--- config.mk ---
export PLATFORM = sky130hd
export DESIGN_NAME = axi_rd_arbiter
export DESIGN_NICKNAME = d
export VERILOG_FILES = /design/src/rtl/axi_rd_arbiter.sv
export SDC_FILE = /design/constraint.sdc
export NUM_CORES = 1
export LEC_CHECK = 0
export BUFFER_PORTS_ARGS = -buffer_cell sky130_fd_sc_hd__buf_2
export CAP_MARGIN = 20
export CORE_MARGIN = 2
export CORE_UTILIZATION = 30
export DETAILED_ROUTE_END_ITERATION = 6
export PLACE_DENSITY = 0.69
export SKIP_CTS_REPAIR_TIMING = 1
export SYNTH_ARGS = -nofsm -noshare
export SYNTH_HDL_FRONTEND = slang
export SYNTH_SLANG_ARGS = --single-unit
--- constraint.sdc ---
create_clock -name ACLK -period 3.43 [get_ports ACLK]
set_clock_uncertainty 0.2 [all_clocks]
set_input_delay 0.5145 -clock ACLK [delete_from_list [all_inputs] [get_ports ACLK]]
set_output_delay 0.5145 -clock ACLK [all_outputs]
set_load 0.01 [all_outputs]
--- src/rtl/axi_rd_arbiter.sv ---
// Two-master AXI4 read-channel arbiter: one burst in flight, combinational R routing, RLAST cross-check.
// Define AXI_RD_ARB_RR_EN for round-robin tie-breaking; default build is fixed priority (M0 wins ties).
module axi_rd_arbiter #(
  parameter int DATA_WIDTH = 32,
  parameter int ADDR_WIDTH = 16
) (
  input  logic                  ACLK,
  input  logic                  ARESET,
  input  logic [ADDR_WIDTH-1:0] m0_ARADDR,
  input  logic [7:0]            m0_ARLEN,
  input  logic [2:0]            m0_ARSIZE,
  input  logic                  m0_ARVALID,
  output logic                  m0_ARREADY,
  output logic [DATA_WIDTH-1:0] m0_RDATA,
  output logic [1:0]            m0_RRESP,
  output logic                  m0_RLAST,
  output logic                  m0_RVALID,
  input  logic                  m0_RREADY,
  input  logic [ADDR_WIDTH-1:0] m1_ARADDR,
  input  logic [7:0]            m1_ARLEN,
  input  logic [2:0]            m1_ARSIZE,
  input  logic                  m1_ARVALID,
  output logic                  m1_ARREADY,
  output logic [DATA_WIDTH-1:0] m1_RDATA,
  output logic [1:0]            m1_RRESP,
  output logic                  m1_RLAST,
  output logic                  m1_RVALID,
  input  logic                  m1_RREADY,
  output logic [ADDR_WIDTH-1:0] s_ARADDR,
  output logic [7:0]            s_ARLEN,
  output logic [2:0]            s_ARSIZE,
  output logic                  s_ARVALID,
  input  logic                  s_ARREADY,
  input  logic [DATA_WIDTH-1:0] s_RDATA,
  input  logic [1:0]            s_RRESP,
  input  logic                  s_RLAST,
  input  logic                  s_RVALID,
  output logic                  s_RREADY,
  output logic                  gnt,
  output logic                  busy,
  output logic                  rlast_err
);

  localparam logic [1:0] ST_IDLE = 2'd0;
  localparam logic [1:0] ST_ADDR = 2'd1;
  localparam logic [1:0] ST_DATA = 2'd2;

  logic [1:0]            state;
  logic [ADDR_WIDTH-1:0] hold_addr;
  logic [7:0]            hold_len;
  logic [2:0]            hold_size;
  logic [7:0]            beat_cnt;
  logic                  win;
  logic                  grant;
  logic                  in_data;
  logic                  sel_rready;
  logic                  r_hs;
  logic                  cnt_zero;

`ifdef AXI_RD_ARB_RR_EN
  logic rr_last;

  // On a tie the master that did not win last time is served.
  always_comb begin
    win = m1_ARVALID;
    if (m0_ARVALID && m1_ARVALID) win = ~rr_last;
  end

  always_ff @(posedge ACLK or posedge ARESET) begin
    if (ARESET)     rr_last <= 1'b1;
    else if (grant) rr_last <= win;
  end
`else
  always_comb begin
    win = m1_ARVALID & ~m0_ARVALID;
  end
`endif

  // ARREADY is masked during reset so every output sits at its reset value.
  assign grant      = (state == ST_IDLE) && (m0_ARVALID || m1_ARVALID) && !ARESET;
  assign m0_ARREADY = grant & ~win;
  assign m1_ARREADY = grant & win;

  assign in_data    = (state == ST_DATA);
  assign sel_rready = gnt ? m1_RREADY : m0_RREADY;
  assign s_RREADY   = in_data & sel_rready;
  assign r_hs       = s_RVALID & s_RREADY;
  assign cnt_zero   = (beat_cnt == 8'd0);

  assign s_ARVALID  = (state == ST_ADDR);
  assign s_ARADDR   = hold_addr;
  assign s_ARLEN    = hold_len;
  assign s_ARSIZE   = hold_size;
  assign busy       = (state != ST_IDLE);

  assign m0_RVALID  = in_data & ~gnt & s_RVALID;
  assign m0_RDATA   = (in_data && !gnt) ? s_RDATA : '0;
  assign m0_RRESP   = (in_data && !gnt) ? s_RRESP : 2'b00;
  assign m0_RLAST   = in_data & ~gnt & s_RLAST;
  assign m1_RVALID  = in_data & gnt & s_RVALID;
  assign m1_RDATA   = (in_data && gnt) ? s_RDATA : '0;
  assign m1_RRESP   = (in_data && gnt) ? s_RRESP : 2'b00;
  assign m1_RLAST   = in_data & gnt & s_RLAST;

  always_ff @(posedge ACLK or posedge ARESET) begin
    if (ARESET) begin
      state     <= ST_IDLE;
      hold_addr <= '0;
      hold_len  <= 8'd0;
      hold_size <= 3'd0;
      gnt       <= 1'b0;
      beat_cnt  <= 8'd0;
      rlast_err <= 1'b0;
    end else begin
      case (state)
        ST_IDLE: begin
          if (grant) begin
            hold_addr <= win ? m1_ARADDR : m0_ARADDR;
            hold_len  <= win ? m1_ARLEN  : m0_ARLEN;
            hold_size <= win ? m1_ARSIZE : m0_ARSIZE;
            beat_cnt  <= win ? m1_ARLEN  : m0_ARLEN;
            gnt       <= win;
            state     <= ST_ADDR;
          end
        end
        ST_ADDR: begin
          if (s_ARREADY) state <= ST_DATA;
        end
        ST_DATA: begin
          if (r_hs) begin
            // Counter saturates at zero so surplus beats keep flagging.
            if (!cnt_zero) beat_cnt <= beat_cnt - 8'd1;
            if (cnt_zero != s_RLAST) rlast_err <= 1'b1;
            if (s_RLAST) state <= ST_IDLE;
          end
        end
        default: state <= ST_IDLE;
      endcase
    end
  end

endmodule

After elaboration in Yosys (flattened, before gate mapping) --
Index checks and enable logic that the tools add are counted.
Cells by class: bitwise operators 14, $add $sub $neg 1, $mul 0, div/mod/pow operators 0, shifts and indexed selects 0, eq/ne operators 8, muxes and demuxes 17, order comparisons 0, reduce and logical (&&, ||, !) cells 15
Operators by type and width (count):
- 32-bit two-way mux | 2
- 8-bit two-way mux | 4
- 16-bit two-way mux | 1
- 8-bit case mux with 2 select lines | 1
- 2-bit two-way mux | 6
- 1-bit bitwise AND | 11
- 8-bit zero test | 1
- 4-bit AND reduction | 2
- 8-bit by 1-bit subtractor with 8-bit output (second input constant) | 1
- 2-bit inequality test (second input constant) | 3
- 2-bit case mux with 3 select lines | 1
- 1-bit logical AND | 4
- 2-bit by 1-bit inequality test with 1-bit output (second input constant) | 2
- 2-bit nonzero test | 2
- 3-bit two-way mux | 1
- 1-bit NOT | 3
- 3-bit AND reduction | 1
- 2-bit by 1-bit equality test with 1-bit output (second input constant) | 1
- 2-bit equality test (second input constant) | 1
- 1-bit zero test | 2
- 2-bit zero test | 1
- 2-bit AND reduction | 1
- 1-bit logical OR | 1
- 1-bit two-way mux | 1
- 1-bit inequality test | 1
Word-level totals: input port bits 97, output and inout bits 106, memories kept 0, ROM bits 0, bits in latches 0, flip-flop bits (word level) 39, bits in writable memories 0

Logic depth before layout (Yosys ltp) --
Gate-level depths: netlist (run 1).
word-level depth 5, gate-level depth with buffers 6

Worst setup path after synthesis (run 1) --
Ideal clock, no wire load.
path kind input to output, from in ARESET, to out m1_ARREADY, path buffers 1, data arrival time 1404 ps, stages on the path 4, required time 2715 ps, setup slack 1312 ps, cells stage by stage nor3_1 o21ai_4 clkbuf_1 nor2_1
Between the ends: word-level cells in the longest chain between the ends 3
Ends and longest elaborated chain:
- start: declaration | RTL line 8 | input logic ARESET,
- 1-bit zero test (no line)
- 1-bit logical AND | RTL line 80 | assign grant = (state == ST_IDLE) && (m0_ARVALID || m1_ARVALID) && !ARESET;
- 1-bit bitwise AND | RTL line 82 | assign m1_ARREADY = grant & win;
- end: declaration | RTL line 23 | output logic m1_ARREADY,
No other way between the ends.

Final worst setup path (run 1) --
from reg state[0], to out m0_RDATA[12]
Between the ends: word-level cells in the longest chain between the ends 3
Ends and longest elaborated chain:
- start: declaration | RTL line 48 | logic [1:0] state;
- start signal: assignment | RTL line 107 | state <= ST_IDLE;
- start signal: assignment | RTL line 123 | state <= ST_ADDR;
- start signal: assignment | RTL line 127 | if (s_ARREADY) state <= ST_DATA;
- 2-bit equality test | RTL line 84 | assign in_data = (state == ST_DATA);
- 1-bit logical AND | RTL line 97 | assign m0_RDATA = (in_data && !gnt) ? s_RDATA : '0;
- 32-bit two-way mux | RTL line 97
- end: declaration | RTL line 14 | output logic [DATA_WIDTH-1:0] m0_RDATA,
No other way between the ends.

==> impl_results.html, run 1 <==
<table>
<tr><th>Metric</th><th>Value</th></tr>
<tr><th colspan="2">Yosys</th></tr>
<tr><td>Number of nets in the synthesized netlist</td><td>379</td></tr>
<tr><td>Synthesized area per cell</td><td>9.02 um2</td></tr>
<tr><td>Sequential element share of the synthesized area</td><td>around two fifths</td></tr>
<tr><td>Post-synthesis sequential element count</td><td>39</td></tr>
<tr><td>Instance count of the mapped netlist</td><td>between 200 and 300</td></tr>
<tr><td>Post-Synth Simple-Gate Area</td><td>27.9%</td></tr>
<tr><td>Fraction of the mapped netlist area in adder cells</td><td>less than 1%</td></tr>
<tr><td>Most instantiated flip-flop cell in the synthesis netlist</td><td>sky130_fd_sc_hd__dfrtp_1</td></tr>
<tr><td>Post-synth ARST share</td><td>between 90% and 100%</td></tr>
<tr><td>Count of distinct cell types in the synthesized netlist</td><td>39</td></tr>
<tr><td>Compound-cell area share of the yosys netlist</td><td>14.5%</td></tr>
<tr><td>Number of flops mapped to enable cells by yosys</td><td>0</td></tr>
<tr><td>Total of warnings raised by yosys</td><td>0</td></tr>
<tr><td>Main combinational cell family by area after synthesis</td><td>simple AND/OR/NAND/NOR gates</td></tr>
<tr><td>XOR/XNOR share of the synthesized area</td><td>0.347%</td></tr>
<tr><td>Cell area after synthesis</td><td>approximately 0.0025 mm2</td></tr>
<tr><td>Post-synthesis mux area share</td><td>a little over an eighth</td></tr>
<tr><th colspan="2">Drt</th></tr>
<tr><td>Total number of vias</td><td>approximately 2.8k</td></tr>
<tr><td>Initial DRT Pass Iterations</td><td>4</td></tr>
<tr><td>Detail-routed net length per standard cell</td><td>roughly 14 um</td></tr>
<tr><td>Number of nets with antenna violations after routing</td><td>0</td></tr>
<tr><td>Wirelength, routed</td><td>between 7000 and 8000 um</td></tr>
<tr><td>Iteration-0 DRC count of the detailed router</td><td>about 100</td></tr>
<tr><td>Average via count per standard cell</td><td>roughly 4.8</td></tr>
<tr><td>Total DRC errors in the routed layout</td><td>0</td></tr>
<tr><th colspan="2">Timing</th></tr>
<tr><td>RSZ-0062 raised after global routing</td><td>false</td></tr>
<tr><td>Achievable frequency</td><td>0.387 GHz</td></tr>
<tr><td>Worst-Margin Slew</td><td>between 800 and 900 ps</td></tr>
<tr><td>Accumulated negative setup slack</td><td>0 ps</td></tr>
<tr><td>Final period util</td><td>roughly 75%</td></tr>
<tr><td>Min Clock Period, post-route</td><td>around 2600 ps</td></tr>
<tr><td>Final Hold Vio Count</td><td>0</td></tr>
<tr><td># setup viols final</td><td>0</td></tr>
<tr><td>Post-Route Hold Slack</td><td>just under 200 ps</td></tr>
<tr><td>Max-Slew Margin vs Limit</td><td>around 43%</td></tr>
<tr><td>Final Max Slew Viols</td><td>0</td></tr>
<tr><th colspan="2">Worst setup path</th></tr>
<tr><td>Data arrival time at the worst-slack endpoint</td><td>roughly 1900 ps</td></tr>
<tr><td>Register-to-Register Setup Slack</td><td>around 1200 ps</td></tr>
<tr><td>Cell type of the slowest stage on the worst timing path</td><td>sky130_fd_sc_hd__dfrtp_1</td></tr>
<tr><td>Family with the most delay on the worst path</td><td>simple AND/OR/NAND/NOR gates</td></tr>
<tr><td>Startpoint Class</td><td>register</td></tr>
<tr><td>R2R cell count</td><td>6</td></tr>
<tr><td>Req. time, crit path</td><td>2720 ps</td></tr>
<tr><td>Maximum fanout along the worst path</td><td>36</td></tr>
<tr><td>CP max stage delay</td><td>~440 ps</td></tr>
<tr><td>Launch instance of the worst register-to-register path</td><td>beat_cnt[0]</td></tr>
<tr><td>Crit-path cells</td><td>nand2b_1 -&gt; nor2_1 -&gt; buf_4 -&gt; and2_1 -&gt; buf_2</td></tr>
<tr><td>Reg-to-Reg End</td><td>beat_cnt[6]</td></tr>
<tr><td>Crit path buffers/inverters</td><td>2</td></tr>
<tr><td>Setup CP Type</td><td>register to primary output</td></tr>
<tr><td>Critical Path Sink Type</td><td>primary output</td></tr>
<tr><th colspan="2">Clock tree</th></tr>
<tr><td>Clock tree from TritonCTS</td><td>done</td></tr>
<tr><td># clock sinks</td><td>39</td></tr>
<tr><td>Worst skew pair latency</td><td>slightly below 300 ps</td></tr>
<tr><td>Clock buffer count from CTS</td><td>5</td></tr>
<tr><td>Clock buffer depth</td><td>2</td></tr>
<tr><td>Clock transition time at the flip-flop clock pins of the worst setup and hold paths</td><td>about 80 ps</td></tr>
<tr><td>CTS root buffer</td><td>sky130_fd_sc_hd__clkbuf_8</td></tr>
<tr><td>H-tree levels</td><td>2</td></tr>
<tr><th colspan="2">Cells and area</th></tr>
<tr><td>Area grow syn2layout</td><td>47.4%</td></tr>
<tr><td>Layout net count</td><td>573</td></tr>
<tr><td>Layout cells sized above 1</td><td>between 40% and 50%</td></tr>
<tr><td>Antenna diodes</td><td>0</td></tr>
<tr><td>Final core occ</td><td>around 46%</td></tr>
<tr><th colspan="2">Outcome</th></tr>
<tr><td>Run status</td><td>finished clean</td></tr>
<tr><th colspan="2">GRT</th></tr>
<tr><td>Remaining global-route overflow</td><td>0</td></tr>
<tr><td>Global-route usage over all layers</td><td>16.3%</td></tr>
<tr><td>Pin count of the biggest net entering global routing</td><td>50</td></tr>
<tr><td>Antenna violations before repair</td><td>0</td></tr>
<tr><td>Global-route wire length before repair</td><td>~12000 um</td></tr>
<tr><td>Vias in the first global route</td><td>around 2.5k</td></tr>
<tr><th colspan="2">Floorplan</th></tr>
<tr><td>Chip height</td><td>95.8 um</td></tr>
<tr><td>Total core area</td><td>slightly above 0.008 mm2</td></tr>
<tr><td>Starting utilization of the core area</td><td>between 30% and 40%</td></tr>
<tr><td>Number of I/O pins</td><td>~200</td></tr>
<tr><td>Die ar.</td><td>roughly 0.009 mm2</td></tr>
<tr><td>Cell row count</td><td>33</td></tr>
<tr><td>Die boundary width</td><td>95.8 um</td></tr>
<tr><th colspan="2">Place</th></tr>
<tr><td>Weighted congestion at the end of routability-driven global placement</td><td>around 0.80</td></tr>
<tr><td>Detail Placement HPWL</td><td>between 6000 and 7000 um</td></tr>
<tr><td>Count of input and output buffers</td><td>202</td></tr>
<tr><th colspan="2">Power</th></tr>
<tr><td>Total power divided by cell area</td><td>676 mW/mm2</td></tr>
<tr><td>Leakage</td><td>between 2 and 2.5 nW</td></tr>
<tr><td>IR drop worst, VDD</td><td>between 0.4 and 0.5 mV</td></tr>
<tr><th colspan="2">Flow run</th></tr>
<tr><td>Max-cap violation count</td><td>0</td></tr>
<tr><th colspan="2">Min path</th></tr>
<tr><td>Type of the most critical hold path</td><td>input pin to asynchronous set/reset pin</td></tr>
</table>
## flip-flops by register name, indices dropped and copies added, names as in the netlist
| name | flops |
|---|---|
| s_ARADDR | 16 |
| state | 2 |
| rlast_err | 1 |
| s_ARSIZE | 3 |
| s_ARLEN | 8 |
| gnt | 1 |
| beat_cnt | 8 |
## worst max-delay path by stage
stage,start,to,depth (start not counted)
finish,state[0],m0_RDATA[12],5
global route,state[0],m0_RDATA[4],5
CTS,state[0],m0_RDATA[12],5
detailed placement,m0_ARVALID,beat_cnt[3],6
global placement,m0_ARVALID,beat_cnt[1],6
floorplan,ARESET,m1_ARREADY,4
## cell type report
cell class / instances / area, um2
clock inverters: 2 / 12.5
repair buffers: 209 / 1060
fillers: 796 / 4450
flip-flops and latches: 39 / 976
inverters: 4 / 15.0
clock buffers: 6 / 72.6
multi-input cells: 215 / 1450
well taps: 105 / 131
## cell usage in the layout (no fill, tap or decap), types with 4 or more instances in the layout
cell type and n:
sky130_fd_sc_hd__a21oi_1 8, sky130_fd_sc_hd__and2_1 38, sky130_fd_sc_hd__and3_1 38, sky130_fd_sc_hd__buf_2 202, sky130_fd_sc_hd__buf_4 7, sky130_fd_sc_hd__clkbuf_8 5
sky130_fd_sc_hd__dfrtp_1 39, sky130_fd_sc_hd__inv_1 4, sky130_fd_sc_hd__mux2_1 7, sky130_fd_sc_hd__mux2i_1 23, sky130_fd_sc_hd__nand2_1 24, sky130_fd_sc_hd__nor2_1 8
sky130_fd_sc_hd__o21ai_0 10, sky130_fd_sc_hd__o21ai_1 18
## synth_stat cells (3+ instances only)
library cell	count	area [um2]
sky130_fd_sc_hd__a21oi_1	8	40.0
sky130_fd_sc_hd__a22oi_1	3	22.5
sky130_fd_sc_hd__and2_1	38	238
sky130_fd_sc_hd__and3_1	38	238
sky130_fd_sc_hd__buf_2	3	15.0
sky130_fd_sc_hd__clkbuf_1	19	71.3
sky130_fd_sc_hd__dfrtp_1	39	976
sky130_fd_sc_hd__inv_1	4	15.0
sky130_fd_sc_hd__mux2_1	7	78.8
sky130_fd_sc_hd__mux2_2	3	33.8
sky130_fd_sc_hd__mux2i_1	23	230
sky130_fd_sc_hd__nand2_1	24	90.1
sky130_fd_sc_hd__nand2b_1	3	18.8
sky130_fd_sc_hd__nand3_1	3	15.0
sky130_fd_sc_hd__nor2_1	8	30.0
sky130_fd_sc_hd__nor3_1	3	15.0
sky130_fd_sc_hd__o21ai_0	10	50.1
sky130_fd_sc_hd__o21ai_1	18	90.1
sky130_fd_sc_hd__o22a_1	3	26.3
## cells by family after synthesis
logic type	after synthesis
and+or+nand+nor	125
buffers and inverters	26
adders and majority gates	2
muxes	33
xor gates and xnor gates	1
AOI/OAI and AO/OA	54
DFF	39
## worst reg2reg max path, delay by kind of cell (launching register included)
family,cells,cell delay [ps]
AOI/OAI and AO/OA,3,750
and+or+nand+nor,1,480
DFF,1,400
adders and majority gates,1,170
buffers and inverters,1,130
## report_power, final
group | switching, mW | internal [mW] | total [mW]
logic | 0.781 | 0.595 | 1.38
clock network | 0.169 | 0.142 | 0.311
registers | 0.149 | 0.682 | 0.831
total | 1.10 | 1.42 | 2.52
## per-layer routing
layer,wire (um),global-route usage (%)
met1,3260,20.5
met2,4010,28.8
met3,440,2.58
met4,128,4.88
met5,0,0
## metrics by stage
step	setup slack [ps]	power (mW)	area (um2)	std cells
global route	671	2.74	3720	580
finish	847	2.52	3720	580
detailed placement	1080	2.23	3640	572
CTS	833	2.54	3720	580
global placement	1150	2.20	3640	572
floorplan	1310	1.68	2530	280
(Power assumes the default switching activity.)
==> run 2, diff against run 1 <==
Clock period 3.43 ns to 2.4 ns, I/O delays scaled along.
==> run 2 against run 1 <==
Against the previous run: global-route usage hardly changed; largest cell class unchanged; sequential cell count did not move; non-clock buffer count increased by 5; sequential power up 42%; worst setup slack worse by 640 ps; final area increased by 0.97%; register-to-register slack got worse by 980 ps; die area unchanged; highest routed layer unchanged.
==> impl_results.html, run 2 (synthesized netlist as in run 1, its figures left out) <==
<table>
<tr><th>Metric</th><th>Value</th></tr>
<tr><th colspan="2">Floorplan</th></tr>
<tr><td>Chip height</td><td>95.8 um (unchanged)</td></tr>
<tr><td>Cell row count</td><td>33 (unchanged)</td></tr>
<tr><td>Die boundary width</td><td>95.8 um (unchanged)</td></tr>
<tr><td>Starting utilization of the core area</td><td>30.9% (unchanged)</td></tr>
<tr><td>Die ar.</td><td>0.00917 mm2 (unchanged)</td></tr>
<tr><td>Total core area</td><td>0.00818 mm2 (unchanged)</td></tr>
<tr><td>Number of I/O pins</td><td>203 (unchanged)</td></tr>
<tr><th colspan="2">Worst setup path</th></tr>
<tr><td>Timing endpoint of the critical path</td><td>beat_cnt[6]</td></tr>
<tr><td>Startpoint Class</td><td>register</td></tr>
<tr><td>Register-to-Register Setup Slack</td><td>210 ps (-980 ps)</td></tr>
<tr><td>R2R cell count</td><td>6 (unchanged)</td></tr>
<tr><td>Cell type of the slowest stage on the worst timing path</td><td>sky130_fd_sc_hd__or4b_4</td></tr>
<tr><td>Req. time, crit path</td><td>2380 ps (-340 ps)</td></tr>
<tr><td>Data arrival time at the worst-slack endpoint</td><td>2180 ps (+310 ps)</td></tr>
<tr><td>Launch instance of the worst register-to-register path</td><td>beat_cnt[0]</td></tr>
<tr><td>Critical Path Sink Type</td><td>register</td></tr>
<tr><td>Maximum fanout along the worst path</td><td>10 (-72%)</td></tr>
<tr><td>Crit-path cells</td><td>inv_1 -&gt; ha_1 -&gt; or4b_4 -&gt; o2111ai_4 -&gt; a22oi_1 -&gt; o2bb2a_4</td></tr>
<tr><td>Reg-to-Reg End</td><td>beat_cnt[6]</td></tr>
<tr><td>Launching element of the worst setup path</td><td>beat_cnt[0]</td></tr>
<tr><td>CP max stage delay</td><td>470 ps (+30 ps)</td></tr>
<tr><td>Setup CP Type</td><td>register to register</td></tr>
<tr><th colspan="2">Timing</th></tr>
<tr><td>Final period util</td><td>91.3%</td></tr>
<tr><td>RSZ-0062 raised after global routing</td><td>false</td></tr>
<tr><td>Final Max Slew Viols</td><td>0 (unchanged)</td></tr>
<tr><td>Min Clock Period, post-route</td><td>around 2200 ps</td></tr>
<tr><td>Max-Slew Margin vs Limit</td><td>68.7% (+26 points)</td></tr>
<tr><td>Final Hold Vio Count</td><td>0 (unchanged)</td></tr>
<tr><td>Worst-Margin Slew</td><td>465 ps (-386 ps)</td></tr>
<tr><td>Worst setup margin</td><td>209 ps (-638 ps)</td></tr>
<tr><td>Achievable frequency</td><td>0.456 GHz</td></tr>
<tr><td>Accumulated negative setup slack</td><td>0 ps (unchanged)</td></tr>
<tr><td># setup viols final</td><td>0 (unchanged)</td></tr>
<tr><th colspan="2">Clock tree</th></tr>
<tr><td>CTS root buffer</td><td>sky130_fd_sc_hd__clkbuf_8</td></tr>
<tr><td>Clock buffer count from CTS</td><td>5 (unchanged)</td></tr>
<tr><td>Clock tree from TritonCTS</td><td>done</td></tr>
<tr><td>Clock buffer depth</td><td>2 (unchanged)</td></tr>
<tr><td># clock sinks</td><td>39 (unchanged)</td></tr>
<tr><td>Worst skew pair latency</td><td>290 ps (about the same)</td></tr>
<tr><td>H-tree levels</td><td>2 (unchanged)</td></tr>
<tr><td>Clock transition time at the flip-flop clock pins of the worst setup and hold paths</td><td>70 ps (about the same)</td></tr>
<tr><th colspan="2">Drt</th></tr>
<tr><td>Detail-routed net length per standard cell</td><td>13.6 um (+0.47%)</td></tr>
<tr><td>Wirelength, routed</td><td>7950 um (+1.3%)</td></tr>
<tr><td>Total DRC errors in the routed layout</td><td>0 (unchanged)</td></tr>
<tr><td>Iteration-0 DRC count of the detailed router</td><td>65 (-38%)</td></tr>
<tr><td>Total number of vias</td><td>2753 (-0.18%)</td></tr>
<tr><td>Number of nets with antenna violations after routing</td><td>0 (unchanged)</td></tr>
<tr><td>Average via count per standard cell</td><td>4.71 (-1.0%)</td></tr>
<tr><td>Initial DRT Pass Iterations</td><td>4 (unchanged)</td></tr>
<tr><th colspan="2">Outcome</th></tr>
<tr><td>Run status</td><td>finished clean</td></tr>
<tr><th colspan="2">Cells and area</th></tr>
<tr><td>Largest register FFs</td><td>16 (unchanged)</td></tr>
<tr><td>Fill count</td><td>850 (+6.8%)</td></tr>
<tr><td>Layout cells sized above 1</td><td>48.5% (+0.12 points)</td></tr>
<tr><td>Layout net count</td><td>578 (+0.87%)</td></tr>
<tr><td>Area grow syn2layout</td><td>48.9%</td></tr>
<tr><td>Antenna diodes</td><td>0 (unchanged)</td></tr>
<tr><td>Most frequent standard cell in the layout excluding fill and tap cells</td><td>sky130_fd_sc_hd__buf_2</td></tr>
<tr><td>Most frequent cells in the layout</td><td>sky130_fd_sc_hd__buf_2, sky130_fd_sc_hd__dfrtp_1, sky130_fd_sc_hd__and3_1, sky130_fd_sc_hd__and2_1, sky130_fd_sc_hd__nand2_1</td></tr>
<tr><th colspan="2">GRT</th></tr>
<tr><td>Pin count of the biggest net entering global routing</td><td>43 (-14%)</td></tr>
<tr><td>Antenna violations before repair</td><td>0 (unchanged)</td></tr>
<tr><td>Global-route wire length before repair</td><td>11800 um (-1.9%)</td></tr>
<tr><td>Remaining global-route overflow</td><td>0 (unchanged)</td></tr>
<tr><td>Vias in the first global route</td><td>2531 (+0.52%)</td></tr>
<tr><td>Global-route usage over all layers</td><td>16.4% (+0.044 points)</td></tr>
<tr><th colspan="2">Place</th></tr>
<tr><td>Count of input and output buffers</td><td>202 (unchanged)</td></tr>
<tr><td>Weighted congestion at the end of routability-driven global placement</td><td>0.839 (+4.3%)</td></tr>
<tr><td>Detail Placement HPWL</td><td>6390 um (+2.6%)</td></tr>
<tr><td>Worst setup slack before clock tree synthesis</td><td>225 ps (-855 ps)</td></tr>
<tr><th colspan="2">Min path</th></tr>
<tr><td>Type of the most critical hold path</td><td>input pin to register</td></tr>
<tr><th colspan="2">Power</th></tr>
<tr><td>Total power divided by cell area</td><td>966 mW/mm2 (+43%)</td></tr>
<tr><td>Leakage</td><td>2.31 nW (+1.0%)</td></tr>
<tr><td>Total power draw</td><td>3.63 mW (+44%)</td></tr>
<tr><td>IR drop worst, VDD</td><td>0.586 mV (+23%)</td></tr>
<tr><th colspan="2">Flow run</th></tr>
<tr><td>Max-cap violation count</td><td>0 (unchanged)</td></tr>
</table>
[run 2: cell types whose count changed in the layout (fill, tap and decap cells not counted), sizes merged]
cell	previous run	this run
buf	209	213
clkinvlp	1	0
clkbuf	6	7
dlygate4sd3	0	1
[run 2: area by class of cell]
class                      instances  area (um2)  area share [%]
clock inverter                     1        5.00           0.133
sequential                        39         976            25.9
timing repair buffer             214        1100            29.3
inverter                           4        15.0           0.399
clock buffer                       7        76.3            2.03
tap                              105         131            3.49
multi-input combinational        215        1450            38.7
[run 2: worst min path at each step]
| stage | depth (start not counted) | to | startpoint | slack [ps] |
|---|---|---|---|---|
| 5_1_grt | 2 | state[0] | s_ARREADY | 110 |
| 3_3_place_gp | 2 | s_ARADDR[10] | ARESET | 120 |
| 3_5_place_dp | 2 | s_ARADDR[10] | ARESET | 130 |
| 4_1_cts | 2 | state[1] | ARESET | -190 |
| 2_1_floorplan | 1 | state[0] | s_ARREADY | 270 |
| 6_report | 2 | state[0] | s_ARREADY | 90 |
[run 2: routing by layer]
layer / up-vias / track usage, % / share of wire, %
met5: - / 0 / 0
met4: 0 / 5.24 / 1.7
met3: 11 / 2.51 / 5.5
met2: 88 / 29.3 / 51
met1: 1272 / 20.1 / 41
li1: 1382 / - / -
[run 2: critical path, delay by kind of cell (launching register included)]
kind                     cells  cell delay [ps]
AO/OA/AOI/OAI                3              750
adder cells (fa/ha/maj)      1              150
buffers and inverters        1              120
flip-flops                   1              400
AND/OR/NAND/NOR              1              470
[run 2: per-stage QoR]
stage          cells  instance area [um2]  utilization, %  hold WS (ps)
4_1_cts          584                 3750            45.9          -187
5_1_grt          585                 3760            46.0           109
3_3_place_gp     576                 3670            44.9           119
6_report         585                 3760            46.0          91.7
2_1_floorplan    280                 2530               -           268
3_5_place_dp     576                 3670            44.9           128
[run 2: where the power goes]
part | total [mW] | internal (mW) | switching, mW
Clock | 0.427 | 0.204 | 0.223
Combinational | 2.02 | 0.879 | 1.14
Sequential | 1.18 | 0.975 | 0.209
==> run 3, diff against run 2 <==
Settings changed: CORE_UTILIZATION 30 to 35, CTS_CLUSTER_SIZE set to 10, PLACE_DENSITY 0.69 to 0.78.
Clock period 2.4 ns to 2.1 ns, I/O delays scaled along.
==> run 3 against run 2 <==
Against the previous run: the flow now finishes with violations (setup timing); clock power up 52%; total power up 28%; global-route usage up 3.1 points; sequential share of layout area down 1.4 points; combinational power up 29%; critical path type unchanged; sequential power up 16%; register-to-register slack worse by 270 ps.
==> impl_results.html, run 3 (synthesized netlist as in run 1, its figures left out) <==
<table>
<tr><th>Metric</th><th>Value</th></tr>
<tr><th colspan="2">Drt</th></tr>
<tr><td>Wirelength, routed</td><td>8720 um (+9.8%)</td></tr>
<tr><td>Total DRC errors in the routed layout</td><td>0 (unchanged)</td></tr>
<tr><td>Initial DRT Pass Iterations</td><td>4 (unchanged)</td></tr>
<tr><td>Average via count per standard cell</td><td>4.85 (+3.1%)</td></tr>
<tr><td>Number of nets with antenna violations after routing</td><td>0 (unchanged)</td></tr>
<tr><td>Total number of vias</td><td>2849 (+3.5%)</td></tr>
<tr><td>Iteration-0 DRC count of the detailed router</td><td>87 (+34%)</td></tr>
<tr><td>Detail-routed net length per standard cell</td><td>14.9 um (+9.4%)</td></tr>
<tr><th colspan="2">Power</th></tr>
<tr><td>Total power divided by cell area</td><td>1170 mW/mm2 (+21%)</td></tr>
<tr><td>IR drop worst, VDD</td><td>0.588 mV (+0.40%)</td></tr>
<tr><td>Total power draw</td><td>4.63 mW (+28%)</td></tr>
<tr><td>Leakage</td><td>2.40 nW (+3.7%)</td></tr>
<tr><th colspan="2">Floorplan</th></tr>
<tr><td>Cell row count</td><td>30 (-9.1%)</td></tr>
<tr><td>Die boundary width</td><td>89.0 um (-7.1%)</td></tr>
<tr><td>Die ar.</td><td>0.00791 mm2 (-14%)</td></tr>
<tr><td>Starting utilization of the core area</td><td>36.6% (+5.7 points)</td></tr>
<tr><td>Chip height</td><td>89.0 um (-7.1%)</td></tr>
<tr><td>Number of I/O pins</td><td>203 (unchanged)</td></tr>
<tr><td>Total core area</td><td>0.00691 mm2 (-16%)</td></tr>
<tr><th colspan="2">Timing</th></tr>
<tr><td>Post-Route Hold Slack</td><td>26.5 ps (-65.2 ps)</td></tr>
<tr><td>Final Max Slew Viols</td><td>0 (unchanged)</td></tr>
<tr><td>Min Clock Period, post-route</td><td>2160 ps (-32.0 ps)</td></tr>
<tr><td># setup viols final</td><td>8 (+8)</td></tr>
<tr><td>RSZ-0062 raised after global routing</td><td>true</td></tr>
<tr><td>Worst-Margin Slew</td><td>588 ps (+123 ps)</td></tr>
<tr><td>Worst setup margin</td><td>-59.1 ps (-268 ps)</td></tr>
<tr><td>Max-Slew Margin vs Limit</td><td>60.6% (-8.1 points)</td></tr>
<tr><td>Final period util</td><td>103% (+12 points)</td></tr>
<tr><td>Achievable frequency</td><td>0.463 GHz (+1.5%)</td></tr>
<tr><td>Final Hold Vio Count</td><td>0 (unchanged)</td></tr>
<tr><th colspan="2">Cells and area</th></tr>
<tr><td>Most frequent standard cell in the layout excluding fill and tap cells</td><td>sky130_fd_sc_hd__buf_2</td></tr>
<tr><td>Area grow syn2layout</td><td>57.5%</td></tr>
<tr><td>Largest register FFs</td><td>16 (unchanged)</td></tr>
<tr><td>Layout net count</td><td>589 (+1.9%)</td></tr>
<tr><td>Layout cells sized above 1</td><td>51.9% (+3.4 points)</td></tr>
<tr><td>Fill count</td><td>685 (-19%)</td></tr>
<tr><td>Antenna diodes</td><td>0 (unchanged)</td></tr>
<tr><td>Most frequent cells in the layout</td><td>sky130_fd_sc_hd__buf_2, sky130_fd_sc_hd__dfrtp_1, sky130_fd_sc_hd__and3_1, sky130_fd_sc_hd__and2_1, sky130_fd_sc_hd__nand2_1</td></tr>
<tr><th colspan="2">Place</th></tr>
<tr><td>Detail Placement HPWL</td><td>6790 um (+6.2%)</td></tr>
<tr><td>Weighted congestion at the end of routability-driven global placement</td><td>0.794 (-5.4%)</td></tr>
<tr><td>Count of input and output buffers</td><td>202 (unchanged)</td></tr>
<tr><td>Worst setup slack before clock tree synthesis</td><td>-61.6 ps (-287 ps)</td></tr>
<tr><th colspan="2">Worst setup path</th></tr>
<tr><td>Req. time, crit path</td><td>2130 ps (-250 ps)</td></tr>
<tr><td>Critical Path Sink Type</td><td>register</td></tr>
<tr><td>Maximum fanout along the worst path</td><td>5 (-5)</td></tr>
<tr><td>Setup CP Type</td><td>register to register</td></tr>
<tr><td>Startpoint Class</td><td>register</td></tr>
<tr><td>Data arrival time at the worst-slack endpoint</td><td>2190 ps (about the same)</td></tr>
<tr><td>Register-to-Register Setup Slack</td><td>-60 ps (-270 ps)</td></tr>
<tr><td>R2R cell count</td><td>7 (+1)</td></tr>
<tr><th colspan="2">Clock tree</th></tr>
<tr><td>Clock buffer count from CTS</td><td>5 (unchanged)</td></tr>
<tr><td>H-tree levels</td><td>2 (unchanged)</td></tr>
<tr><td>Clock transition time at the flip-flop clock pins of the worst setup and hold paths</td><td>90 ps (+20 ps)</td></tr>
<tr><td>Clock buffer depth</td><td>2 (unchanged)</td></tr>
<tr><td>CTS root buffer</td><td>sky130_fd_sc_hd__clkbuf_8</td></tr>
<tr><td>Clock tree from TritonCTS</td><td>done</td></tr>
<tr><td>Worst skew pair latency</td><td>300 ps (about the same)</td></tr>
<tr><td># clock sinks</td><td>39 (unchanged)</td></tr>
<tr><th colspan="2">Min path</th></tr>
<tr><td>Number of cells on the worst hold path</td><td>2 (unchanged)</td></tr>
<tr><td>Type of the most critical hold path</td><td>input pin to register</td></tr>
<tr><th colspan="2">GRT</th></tr>
<tr><td>Global-route usage over all layers</td><td>19.4% (+3.1 points)</td></tr>
<tr><td>Vias in the first global route</td><td>2614 (+3.3%)</td></tr>
<tr><td>Antenna violations before repair</td><td>0 (unchanged)</td></tr>
<tr><td>Remaining global-route overflow</td><td>0 (unchanged)</td></tr>
<tr><td>Global-route wire length before repair</td><td>12000 um (+1.6%)</td></tr>
<tr><td>Pin count of the biggest net entering global routing</td><td>38 (-12%)</td></tr>
<tr><th colspan="2">Outcome</th></tr>
<tr><td>Run status</td><td>finished with violations</td></tr>
<tr><td>Violations in the final reports</td><td>setup timing</td></tr>
<tr><th colspan="2">Flow run</th></tr>
<tr><td>Max-cap violation count</td><td>0 (unchanged)</td></tr>
</table>
-- run 3: critical path, stage by stage (launching register included) --
cell,delay (ps)
sky130_fd_sc_hd__dfrtp_1,410
sky130_fd_sc_hd__inv_2,90
sky130_fd_sc_hd__ha_4,120
sky130_fd_sc_hd__or4b_4,470
sky130_fd_sc_hd__o2111ai_4,290
sky130_fd_sc_hd__buf_6,160
sky130_fd_sc_hd__and2_4,180
sky130_fd_sc_hd__o22a_1,160
-- run 3: final timing paths --
kind / startpoint / end
min in group asynchronous: ARESET / s_ARADDR[4]
setup / recovery: beat_cnt[1] / beat_cnt[7]
hold / removal: s_ARREADY / state[0]
max in group asynchronous: ARESET / rlast_err
setup reg to reg: beat_cnt[1] / beat_cnt[7]
hold reg to reg: rlast_err / rlast_err
-- run 3: report_power, final --
part	total, mW	internal [mW]	switching [mW]	leakage [nW]
sequential	1.37	1.11	0.259	0.472
combinational	2.61	1.20	1.41	1.87
clock	0.649	0.358	0.291	0.0548
-- run 3: layout make-up --
cell class                 instances  area, um2  share of cell area (%)
clock buffer                       5       68.8                    1.73
multi-input combinational        216       1530                    38.5
inverter                           4       15.0                   0.377
tap                               96        120                    3.02
sequential                        39        976                    24.5
clock inverter                     3       46.3                    1.16
timing repair buffer             224       1220                    30.7
-- run 3: routing by layer --
metal  part of all wire [%]  up-vias  GRT usage (%)
met5                      0        -              0
li1                       -     1399              -
met4                    1.0        0           4.75
met1                     38     1328           21.5
met3                    6.8        6           4.89
met2                     54      116           37.0
-- run 3: per-stage QoR --
| step | cells | util (%) | TNS (ps) | instance area, um2 |
|---|---|---|---|---|
| floorplan | 280 | - | 0 | 2530 |
| detailed placement | 571 | 53.8 | -177 | 3710 |
| finish | 587 | 57.6 | -243 | 3980 |
| CTS | 579 | 55.4 | -346 | 3830 |
| global route | 587 | 57.6 | -4910 | 3980 |
| global placement | 571 | 53.8 | -9.63 | 3710 |
